[src/rtl/reg_file_pkg.sv]
// rtl/reg_file_pkg.sv - shared widths and helpers for the register file slice
//
// Purpose: single home for register/ROB index widths used by reg_file and
// its operand resolver. Nothing here is redefined in the importing files.
//   REG_BIT  : architectural register id width
//   REG_NUM  : number of architectural registers
//   ROB_BIT  : ROB index width (rename tag width)
//   ROB_SIZE : ROB depth
//   XLEN     : data width
package reg_file_pkg;

  localparam int REG_BIT  = 5;
  localparam int REG_NUM  = 1 << REG_BIT;
  localparam int ROB_BIT  = 3;
  localparam int ROB_SIZE = 1 << ROB_BIT;
  localparam int XLEN     = 32;

  typedef logic [REG_BIT-1:0] reg_id_t;
  typedef logic [ROB_BIT-1:0] rob_tag_t;
  typedef logic [XLEN-1:0]    xdata_t;

  // x0 is hardwired to zero: it is never written and never renamed.
  function automatic logic is_writable(input reg_id_t id);
    return id != '0;
  endfunction

endpackage

[src/rtl/reg_operand_resolve.sv]
// rtl/reg_operand_resolve.sv - resolves one decoder operand against rename state
//
// Purpose: turns one architectural source register into ready/value/tag,
// forwarding from the committing ROB head or the ROB lookup when renamed.
// Ports:
//   rs_id            in  source register id
//   busy, tag        in  rename state of rs_id
//   reg_value        in  architectural value of rs_id
//   rob_commit       in  ROB head commits this cycle
//   commit_rd_reg_id in  committed destination register
//   commit_rob_entry in  committed ROB slot
//   commit_value     in  committed data
//   rob_ready        in  ROB lookup of tag: result available
//   rob_value        in  ROB lookup of tag: result
//   ready            out operand available now
//   value            out operand value (zero when not ready)
//   rob_entry        out producer tag (meaningful when not ready)
module reg_operand_resolve
  import reg_file_pkg::*;
(
  input  logic     [REG_BIT-1:0] rs_id,
  input  logic                   busy,
  input  logic     [ROB_BIT-1:0] tag,
  input  logic     [XLEN-1:0]    reg_value,
  input  logic                   rob_commit,
  input  logic     [REG_BIT-1:0] commit_rd_reg_id,
  input  logic     [ROB_BIT-1:0] commit_rob_entry,
  input  logic     [XLEN-1:0]    commit_value,
  input  logic                   rob_ready,
  input  logic     [XLEN-1:0]    rob_value,
  output logic                   ready,
  output logic     [XLEN-1:0]    value,
  output logic     [ROB_BIT-1:0] rob_entry
);

  // The producer is committing right now: its tag must match, otherwise an
  // older instance of rd is retiring while a younger rename is still live.
  logic commit_hit;
  assign commit_hit = rob_commit && (commit_rd_reg_id == rs_id) &&
                      (commit_rob_entry == tag);

  always_comb begin
    ready     = 1'b1;
    value     = '0;
    rob_entry = '0;
    if (rs_id == '0) begin
      ready = 1'b1;
    end else if (busy && commit_hit) begin
      value     = commit_value;
      rob_entry = tag;
    end else if (busy && rob_ready) begin
      value     = rob_value;
      rob_entry = tag;
    end else if (busy) begin
      ready     = 1'b0;
      rob_entry = tag;
    end else begin
      value = reg_value;
    end
  end

endmodule

[src/rtl/reg_file.sv]
// rtl/reg_file.sv - architectural register file with ROB rename tags
//
// Purpose: holds committed register values plus a busy bit and producer tag
// per register. Issue renames rd to a ROB slot, commit writes the value and
// releases the rename if the tag still matches, clear_up drops all renames.
// Ports:
//   clk_in, rst_in (async active-low), rdy_in (freeze state when low)
//   clear_up                                  mispredict flush
//   issue_pollute/issue_reg_id/issue_rob_entry rename request
//   rob_commit/commit_rd_reg_id/commit_rob_entry/commit_value  retire
//   rs1_id/rs2_id                             decoder operand queries
//   rs1_/rs2_ ready/value/rob_entry           resolved operands
//   get_rob_entry1/2                          tags sent to ROB lookup
//   ready1/ready2, value1/value2              ROB lookup results
module reg_file
  import reg_file_pkg::*;
(
  input  logic               clk_in,
  input  logic               rst_in,
  input  logic               rdy_in,
  input  logic               clear_up,
  input  logic               issue_pollute,
  input  logic [REG_BIT-1:0] issue_reg_id,
  input  logic [ROB_BIT-1:0] issue_rob_entry,
  input  logic               rob_commit,
  input  logic [REG_BIT-1:0] commit_rd_reg_id,
  input  logic [ROB_BIT-1:0] commit_rob_entry,
  input  logic [XLEN-1:0]    commit_value,
  input  logic [REG_BIT-1:0] rs1_id,
  input  logic [REG_BIT-1:0] rs2_id,
  output logic               rs1_ready,
  output logic               rs2_ready,
  output logic [XLEN-1:0]    rs1_value,
  output logic [XLEN-1:0]    rs2_value,
  output logic [ROB_BIT-1:0] rs1_rob_entry,
  output logic [ROB_BIT-1:0] rs2_rob_entry,
  output logic [ROB_BIT-1:0] get_rob_entry1,
  output logic [ROB_BIT-1:0] get_rob_entry2,
  input  logic               ready1,
  input  logic               ready2,
  input  logic [XLEN-1:0]    value1,
  input  logic [XLEN-1:0]    value2
);

  logic [XLEN-1:0]    regs [REG_NUM];
  logic [ROB_BIT-1:0] tag  [REG_NUM];
  logic [REG_NUM-1:0] busy;

  logic commit_wr;
  logic issue_wr;
  assign commit_wr = rob_commit && is_writable(commit_rd_reg_id);
  assign issue_wr  = issue_pollute && is_writable(issue_reg_id) && !clear_up;

  always_ff @(posedge clk_in or negedge rst_in) begin
    if (!rst_in) begin
      busy <= '0;
      for (int i = 0; i < REG_NUM; i++) begin
        regs[i] <= '0;
        tag[i]  <= '0;
      end
    end else if (rdy_in) begin
      if (commit_wr) begin
        regs[commit_rd_reg_id] <= commit_value;
        // Only the newest rename may release busy; an older producer
        // retiring leaves the younger rename pending.
        if (tag[commit_rd_reg_id] == commit_rob_entry) begin
          busy[commit_rd_reg_id] <= 1'b0;
        end
      end
      // Later assignments win, so a same-cycle issue to the committed rd
      // keeps it busy under the new tag.
      if (clear_up) begin
        busy <= '0;
        for (int i = 0; i < REG_NUM; i++) begin
          tag[i] <= '0;
        end
      end else if (issue_wr) begin
        busy[issue_reg_id] <= 1'b1;
        tag[issue_reg_id]  <= issue_rob_entry;
      end
    end
  end

  // Operands see pre-issue state: this cycle's rename only lands at the edge.
  assign get_rob_entry1 = tag[rs1_id];
  assign get_rob_entry2 = tag[rs2_id];

  reg_operand_resolve u_rs1 (
    .rs_id            (rs1_id),
    .busy             (busy[rs1_id]),
    .tag              (tag[rs1_id]),
    .reg_value        (regs[rs1_id]),
    .rob_commit       (rob_commit),
    .commit_rd_reg_id (commit_rd_reg_id),
    .commit_rob_entry (commit_rob_entry),
    .commit_value     (commit_value),
    .rob_ready        (ready1),
    .rob_value        (value1),
    .ready            (rs1_ready),
    .value            (rs1_value),
    .rob_entry        (rs1_rob_entry)
  );

  reg_operand_resolve u_rs2 (
    .rs_id            (rs2_id),
    .busy             (busy[rs2_id]),
    .tag              (tag[rs2_id]),
    .reg_value        (regs[rs2_id]),
    .rob_commit       (rob_commit),
    .commit_rd_reg_id (commit_rd_reg_id),
    .commit_rob_entry (commit_rob_entry),
    .commit_value     (commit_value),
    .rob_ready        (ready2),
    .rob_value        (value2),
    .ready            (rs2_ready),
    .value            (rs2_value),
    .rob_entry        (rs2_rob_entry)
  );

endmodule

[config.mk]
export PLATFORM = sky130hd
export DESIGN_NAME = reg_file
export DESIGN_NICKNAME = d
export VERILOG_FILES = /design/src/rtl/reg_file_pkg.sv /design/src/rtl/reg_operand_resolve.sv /design/src/rtl/reg_file.sv
export SDC_FILE = /design/constraint.sdc
export NUM_CORES = 2
export LEC_CHECK = 0
export CORE_MARGIN = 10
export CORE_UTILIZATION = 34
export DETAILED_ROUTE_END_ITERATION = 10
export SYNTH_ARGS = -nofsm -noshare
export SYNTH_HDL_FRONTEND = slang
export SYNTH_SLANG_ARGS = --single-unit
[constraint.sdc]
create_clock -name clk_in -period 7.1 [get_ports clk_in]
set_input_delay 0.71 -clock clk_in [delete_from_list [all_inputs] [get_ports clk_in]]
set_output_delay 0.71 -clock clk_in [all_outputs]
set_load 0.005 [all_outputs]
# --- Word-level counts from Yosys, hierarchy flattened ---
# Cells that the tools add are included.
classes:
  n_lt_le_gt_ge: 12
  eq_ne: 5
  mux: 60
  bitwise: 7
  reduce_logical: 23
op_table:
  columns: ["operator", "n"]
  rows:
  - ["1024-bit bitwise mux", 1]
  - ["32-bit two-way mux", 18]
  - ["32-bit binary-select mux with 5-bit select", 2]
  - ["96-bit two-way mux", 2]
  - ["32-bit demux with 5-bit select", 1]
  - ["96-bit bitwise mux", 1]
  - ["3-bit binary-select mux with 5-bit select", 3]
  - ["3-bit two-way mux", 15]
  - ["32-bit AND", 1]
  - ["32-bit NOT", 1]
  - ["32-bit bitwise OR", 1]
  - ["6-bit >= comparator (second input constant)", 4]
  - ["5-bit by 6-bit less-than comparator with 1-bit output (second input constant)", 4]
  - ["5-bit NOT with 6-bit output", 4]
  - ["3-bit demux with 5-bit select", 1]
  - ["1-bit logical AND", 15]
  - ["6-bit by 1-bit less-than comparator with 1-bit output (second input constant)", 2]
  - ["1-bit two-way mux", 12]
  - ["1-bit binary-select mux with 5-bit select", 2]
  - ["1-bit demux with 5-bit select", 2]
  - ["5-bit equality test", 2]
  - ["5-bit by 1-bit >= comparator with 1-bit output (second input constant)", 2]
  - ["5-bit logical NOT", 2]
  - ["5-bit nonzero test", 2]
  - ["4 further kinds", 7]
word_totals:
  register_bits: 1152
  in_bits: 130
  elab_cells: 172

# --- Depth between registers and ports, before layout ---
depth:
  word_depth: 12
  ltp_mapped: 15
  depth_no_buf: 7

# --- Modules after synthesis ---
# A second synthesis with hierarchy kept.
hier_totals:
  cells_unflattened: 4309
  area_unflattened_um2: 64363.0
modules_own_cells:
  columns: ["module", "instances", "cells_per_inst", "area_per_inst_um2", "seq_area_each_um2"]
  rows:
  - ["reg_file", 1, 3905, 61988.2, 28827.6]
  - ["reg_operand_resolve", 2, 202, 1187.4, 0.0]

# --- Worst setup path before layout ---
# OpenSTA, ideal clock, no wires.
synth_path:
  path_type: "input to output"
  from: "input port rs1_id[0]"
  to: "output port rs1_value[13]"
  arrival_ps: 3347
  required_ps: 6390
  setup_slack_ps: 3043
  cell_stages: 10
  n_path_buf: 4
  path_cell_list: "buf_2 > buf_2 > buf_1 > buf_2 > mux4_2 > mux4_2 > mux2i_1 > mux2i_1 > o21ai_0 > a21oi_1"
synth_between:
  elab_chain_len: 9
synth_lines:
  columns: ["item", "line_no", "text"]
  rows:
  - ["start: declaration", "reg_file.sv:29", "input logic [REG_BIT-1:0] rs1_id,"]
  - ["5-bit NOT with 6-bit output (implied by the code)", "reg_file.sv:91, reg_file.sv:92", null]
  - ["3-bit binary-select mux with 5-bit select", "reg_file.sv:91", ".tag (tag[rs1_id]),"]
  - ["3-bit two-way mux (implied by the code) (2 in a row)", "reg_file.sv:91", null]
  - ["3-bit equality test", "reg_operand_resolve.sv:40", "(commit_rob_entry == tag);"]
  - ["1-bit logical AND", "reg_operand_resolve.sv:39", "assign commit_hit = rob_commit && (commit_rd_reg_id == rs_id) &&"]
  - ["1-bit logical AND", "reg_operand_resolve.sv:48", "end else if (busy && commit_hit) begin"]
  - ["32-bit two-way mux", "reg_operand_resolve.sv:48", null]
  - ["32-bit two-way mux (*)", "reg_operand_resolve.sv:46", "if (rs_id == '0) begin"]
  - ["end: declaration", "reg_file.sv:33", "output logic [XLEN-1:0] rs1_value,"]
# Mark *: on every way between the ends. The rest lies on a longest branch, timed or not. The select of a mux whose other input is x is not followed.

# --- Worst setup path after layout ---
layout_path:
  from: "input port rs2_id[4]"
  to: "output port rs2_value[4]"
layout_between:
  elab_chain_len: 9
layout_lines:
  columns: ["item", "line_no", "text"]
  rows:
  - ["start: declaration", "reg_file.sv:30", "input logic [REG_BIT-1:0] rs2_id,"]
  - ["5-bit NOT with 6-bit output (implied by the code)", "reg_file.sv:107, reg_file.sv:108", null]
  - ["3-bit binary-select mux with 5-bit select", "reg_file.sv:107", ".tag (tag[rs2_id]),"]
  - ["3-bit two-way mux (implied by the code) (2 in a row)", "reg_file.sv:107", null]
  - ["3-bit equality test", "reg_operand_resolve.sv:40", null]
  - ["1-bit logical AND", "reg_operand_resolve.sv:39", null]
  - ["1-bit logical AND", "reg_operand_resolve.sv:48", null]
  - ["32-bit two-way mux", "reg_operand_resolve.sv:48", null]
  - ["32-bit two-way mux (*)", "reg_operand_resolve.sv:46", null]
  - ["end: declaration", "reg_file.sv:34", "output logic [XLEN-1:0] rs2_value,"]
# Marked as above.

==> results.md <==
- The global-route met3 utilization is 4.00%.
- The tool flagged a number of max-cap violations equal to 0.
- The startpoint identified for the worst register-to-register timing path is tag[63].
- The overall die height is 452 um.
- The worst hold path begins at regs[1023].
- The area taken by flip-flops and latches is 0.0288 mm2.
- By area, the combinational part of the netlist is dominated by multiplexers.
- Input and output buffers added on the ports amount to 207.
- In the finished design, the share of the clock period the worst path needs comes to 81.8%.
- The largest voltage drop on the vdd net is 0.195 mV.
- The leakage power summed over all cells is 30.3 nW.
- For this design the ratio of total power to cell area is 248 mW/mm2.
- The number of global-route vias before repair is 45900.
- For met1 alone, demand over resource in global routing was 26.7%.
- In the synthesized netlist, the number of instances is 4980.
- The post-route netlist has 31.8% of its cells at a drive strength greater than 1.
- The global placer's final weighted congestion is 0.887.
- The full die area is 0.204 mm2.
- The mux cell area share after synthesis is 36.1%.
- For met2 alone, demand over resource in global routing was 35.0%.
- For this run, the register share of the synthesized area comes to 45.5%.
- Counting tap cells, the placed design contains a total of 7244 instances.
- The number of antenna violations at the first check in global routing is 14.
- The critical path required time is 6.39 ns.
- The number of routed nets with antenna violations is 0.
- The synthesized design contains 1152 register bits.
- The number of nets at the end of the flow is 5014.
- The initial core utilization is 34.2%.
- The clock-pin slew reported for the worst setup and hold paths after clock tree synthesis is 0.07 ns.
- The final max-slew violation count was 0.
- Entering global routing, the biggest net connects 167 pins.
- Relative to the synthesized area, the layout overhead comes to 13.4%.
- The total DRC errors in the routed layout is 0.
- The via density per instance is 6.03.
- The smallest setup slack after layout is 1.29 ns.
- met2 is the most crowded layer.
- The chip width is 452 um.
- The transition at the pin with the smallest max-transition slack is 1.27 ns.
- The worst-path maximum fanout is 32.
- At the placement stage, the worst setup path has a slack of 1.34 ns.
- In this run, distinct cell masters in the synthesized netlist total 59.
- Between clock sinks in the finished design, the worst skew comes to 0.0308 ns.
- The worst-case hold slack is 0.398 ns.
- For the worst setup path, the data arrival time is 5.10 ns.
- The final core utilization is 38.8%.
- Summing the areas of all fa, ha and maj instances in the mapped netlist gives 0% of the synthesized area.
- The maximum clock path buffer count is 3.
- Summing the areas of all and, or, nand and nor instances in the mapped netlist gives 6.03% of the synthesized area.
- The synthesized netlist devotes 8.51% of its cell area to compound gates.
- The fmax is 172 MHz.
- The TritonCTS sink count is 1152.
- After synthesis, the cell types taking the most area are sky130_fd_sc_hd__dfrtp_1 45%, sky130_fd_sc_hd__mux4_2 24%, sky130_fd_sc_hd__mux2_2 9.2%.
- 208 I/O pins were placed.
- The half-perimeter wire length of the detailed placement result is 136 mm.
- Summing all multi-input logic gate instances after layout gives 0.0325 mm2.
- Power comes to 17.8 mW.
- In this run the core area contains 158 standard-cell rows.
- The H-tree was split into 3 levels.
- The number of gates resized after CTS was 0.
- The root buffer cell chosen for the clock tree is sky130_fd_sc_hd__clkbuf_16.
- The critical path starts at rs2_id[4].
- In the final routed layout, each cell accounts on average for 29.8 um.
- The worst slew slack as a fraction of its limit is 14.9%.
- The core region area is 0.185 mm2.
- The synthesized design contains 0 enable-type register cells.
- Setup repair after global routing left no endpoint under its margin.
- Global routing finished with a remaining overflow of 0.
- The number of vias after detailed routing is 45100.
- The path class of the tightest hold or removal check is register to register.
- The count of placed standard cells in the final layout, fillers left out is 7469.
- The count of synthesis-stage warnings from yosys is 0.
- The total negative setup slack is 0 ns.
- When the netlist entered floorplanning its net count stood at 5110.
- The final hold violation count is 0.
- The synthesized netlist occupies a cell area of 0.0634 mm2.
- The share of synthesized area in the top cell type comes to 45.5%.
- The cell type contributing the most total cell area after synthesis is sky130_fd_sc_hd__dfrtp_1.
- By count the netlist is led by 1152 x sky130_fd_sc_hd__dfrtp_1, 677 x sky130_fd_sc_hd__mux4_2, 619 x sky130_fd_sc_hd__nand2_1.
- Counting flops with an async set or reset pin after synthesis yields a share of 100%.
- The clock reaches the later pin of the worst-skew pair after 0.77 ns.
- For this block, the routed nets add up to 223 mm of wire.
- The flow ran to the end, and the final reports show no timing, DRC or antenna violations.
- The number of DRC markers in iteration 0 is 4973.
- In the synthesized netlist the dominant register cell turns out to be sky130_fd_sc_hd__dfrtp_1.
- The xor/xnor share of the synthesized area is 0.207%.
- In this run the cell area measured after placement is 0.0677 mm2.
- The total CTS buffers is 117.
- The critical setup path kind is primary input to primary output.
- The mean instance size in the synthesized netlist is 12.7 um2.
- Setup violations remaining at the end of the flow were counted as 0.
- The worst setup path is captured at a primary output.
- The most common cell in the synthesized netlist is sky130_fd_sc_hd__dfrtp_1.
- The worst path needs 5.81 ns of the cycle, external delays included.
- Summing all non-filler instances in the final layout gives an area of 0.0719 mm2.
- STA classifies the critical path startpoint as a primary input.
- The global routing usage summed across all routing layers is 21.4%.
- The global-route wire length before repair is 327 mm.
- TritonCTS built the clock tree.
- After filler insertion, the fill cell instance count of the layout stands at 17700.
- Before antenna repair, the detailed router went through 5 iterations.
## final cells by class
type	instances	share of cell area, %
Clock buffer	158	4.68
Tap cell	2480	4.32
Inverter	40	0.212
Antenna cell	3	0.0104
Timing Repair Buffer	324	4.35
Clock inverter	63	1.14
Sequential cell	1152	40.1
Multi-Input combinational cell	3249	45.2
## logic make-up after synthesis
group,count (synthesis)
and+or+nand+nor,899
xor gates and xnor gates,15
AOI/OAI and AO/OA,964
buffers and inverters,579
DFF,1152
muxes,1371
## registers in the layout, indices dropped and copies added (netlist names)
name  count
busy     32
regs   1024
tag      96
## report_power, final
part           leakage, nW  total [mW]  internal, mW  switching (mW)
Combinational         12.8        3.20          1.67            1.53
Sequential            15.4        7.88          7.32           0.556
Clock                 2.05        6.74          3.91            2.83
## cell usage in the layout (no fill, tap or decap), types with 17 or more instances in the layout
cell and n:
sky130_fd_sc_hd__dfrtp_1 1152, sky130_fd_sc_hd__o41ai_1 32, sky130_fd_sc_hd__o21ai_0 596, sky130_fd_sc_hd__mux2i_1 175, sky130_fd_sc_hd__clkbuf_16 119, sky130_fd_sc_hd__inv_1 36
sky130_fd_sc_hd__nor2_1 58, sky130_fd_sc_hd__clkdlybuf4s50_1 193, sky130_fd_sc_hd__a21o_1 29, sky130_fd_sc_hd__nor3_1 22, sky130_fd_sc_hd__buf_4 107, sky130_fd_sc_hd__clkbuf_8 24
sky130_fd_sc_hd__o22ai_1 33, sky130_fd_sc_hd__mux4_2 677, sky130_fd_sc_hd__nand2_1 605, sky130_fd_sc_hd__a21oi_1 156, sky130_fd_sc_hd__a31oi_1 29, sky130_fd_sc_hd__a32o_1 21
sky130_fd_sc_hd__or3_1 35, sky130_fd_sc_hd__nand3_1 60, sky130_fd_sc_hd__a22oi_1 38, sky130_fd_sc_hd__nor2b_1 17, sky130_fd_sc_hd__mux2_2 518, sky130_fd_sc_hd__clkinv_2 29
## worst max-delay path, cell delays in order
cell and delay (ns):
sky130_fd_sc_hd__buf_4 0.57, sky130_fd_sc_hd__clkinv_1 0.47, sky130_fd_sc_hd__a311oi_1 0.37, sky130_fd_sc_hd__o211ai_1 0.19, sky130_fd_sc_hd__nand4_1 0.15, sky130_fd_sc_hd__or4b_2 0.63, sky130_fd_sc_hd__buf_4 0.30, sky130_fd_sc_hd__o41ai_1 0.99
sky130_fd_sc_hd__a21oi_1 0.12, sky130_fd_sc_hd__clkdlybuf4s50_1 0.51
## final timing paths
kind                                end  slack (ns)  depth (start not counted)
max                        rs2_value[4]        1.29                         10
min                          regs[1023]        0.40                          0
max reg2reg                    busy[11]        4.40                          7
min reg2reg                  regs[1023]        0.40                          0
max in group asynchronous      regs[39]        4.83                          4
min in group asynchronous    regs[1003]        0.58                          2
## what timing repair did
item / in CTS / in global routing
hold buffers: 1 / 0
setup endpoints to repair: 0 / 0
setup buffers: 0 / 0
endpoints found under the hold margin: 60 / 0
## layer usage
metal / wire length [um] / part of all wire (%)
met5: 57 / 0.026
met4: 13500 / 6.1
met3: 16700 / 7.5
met2: 107000 / 48
met1: 85200 / 38
Power figures use the tool's default switching activity.
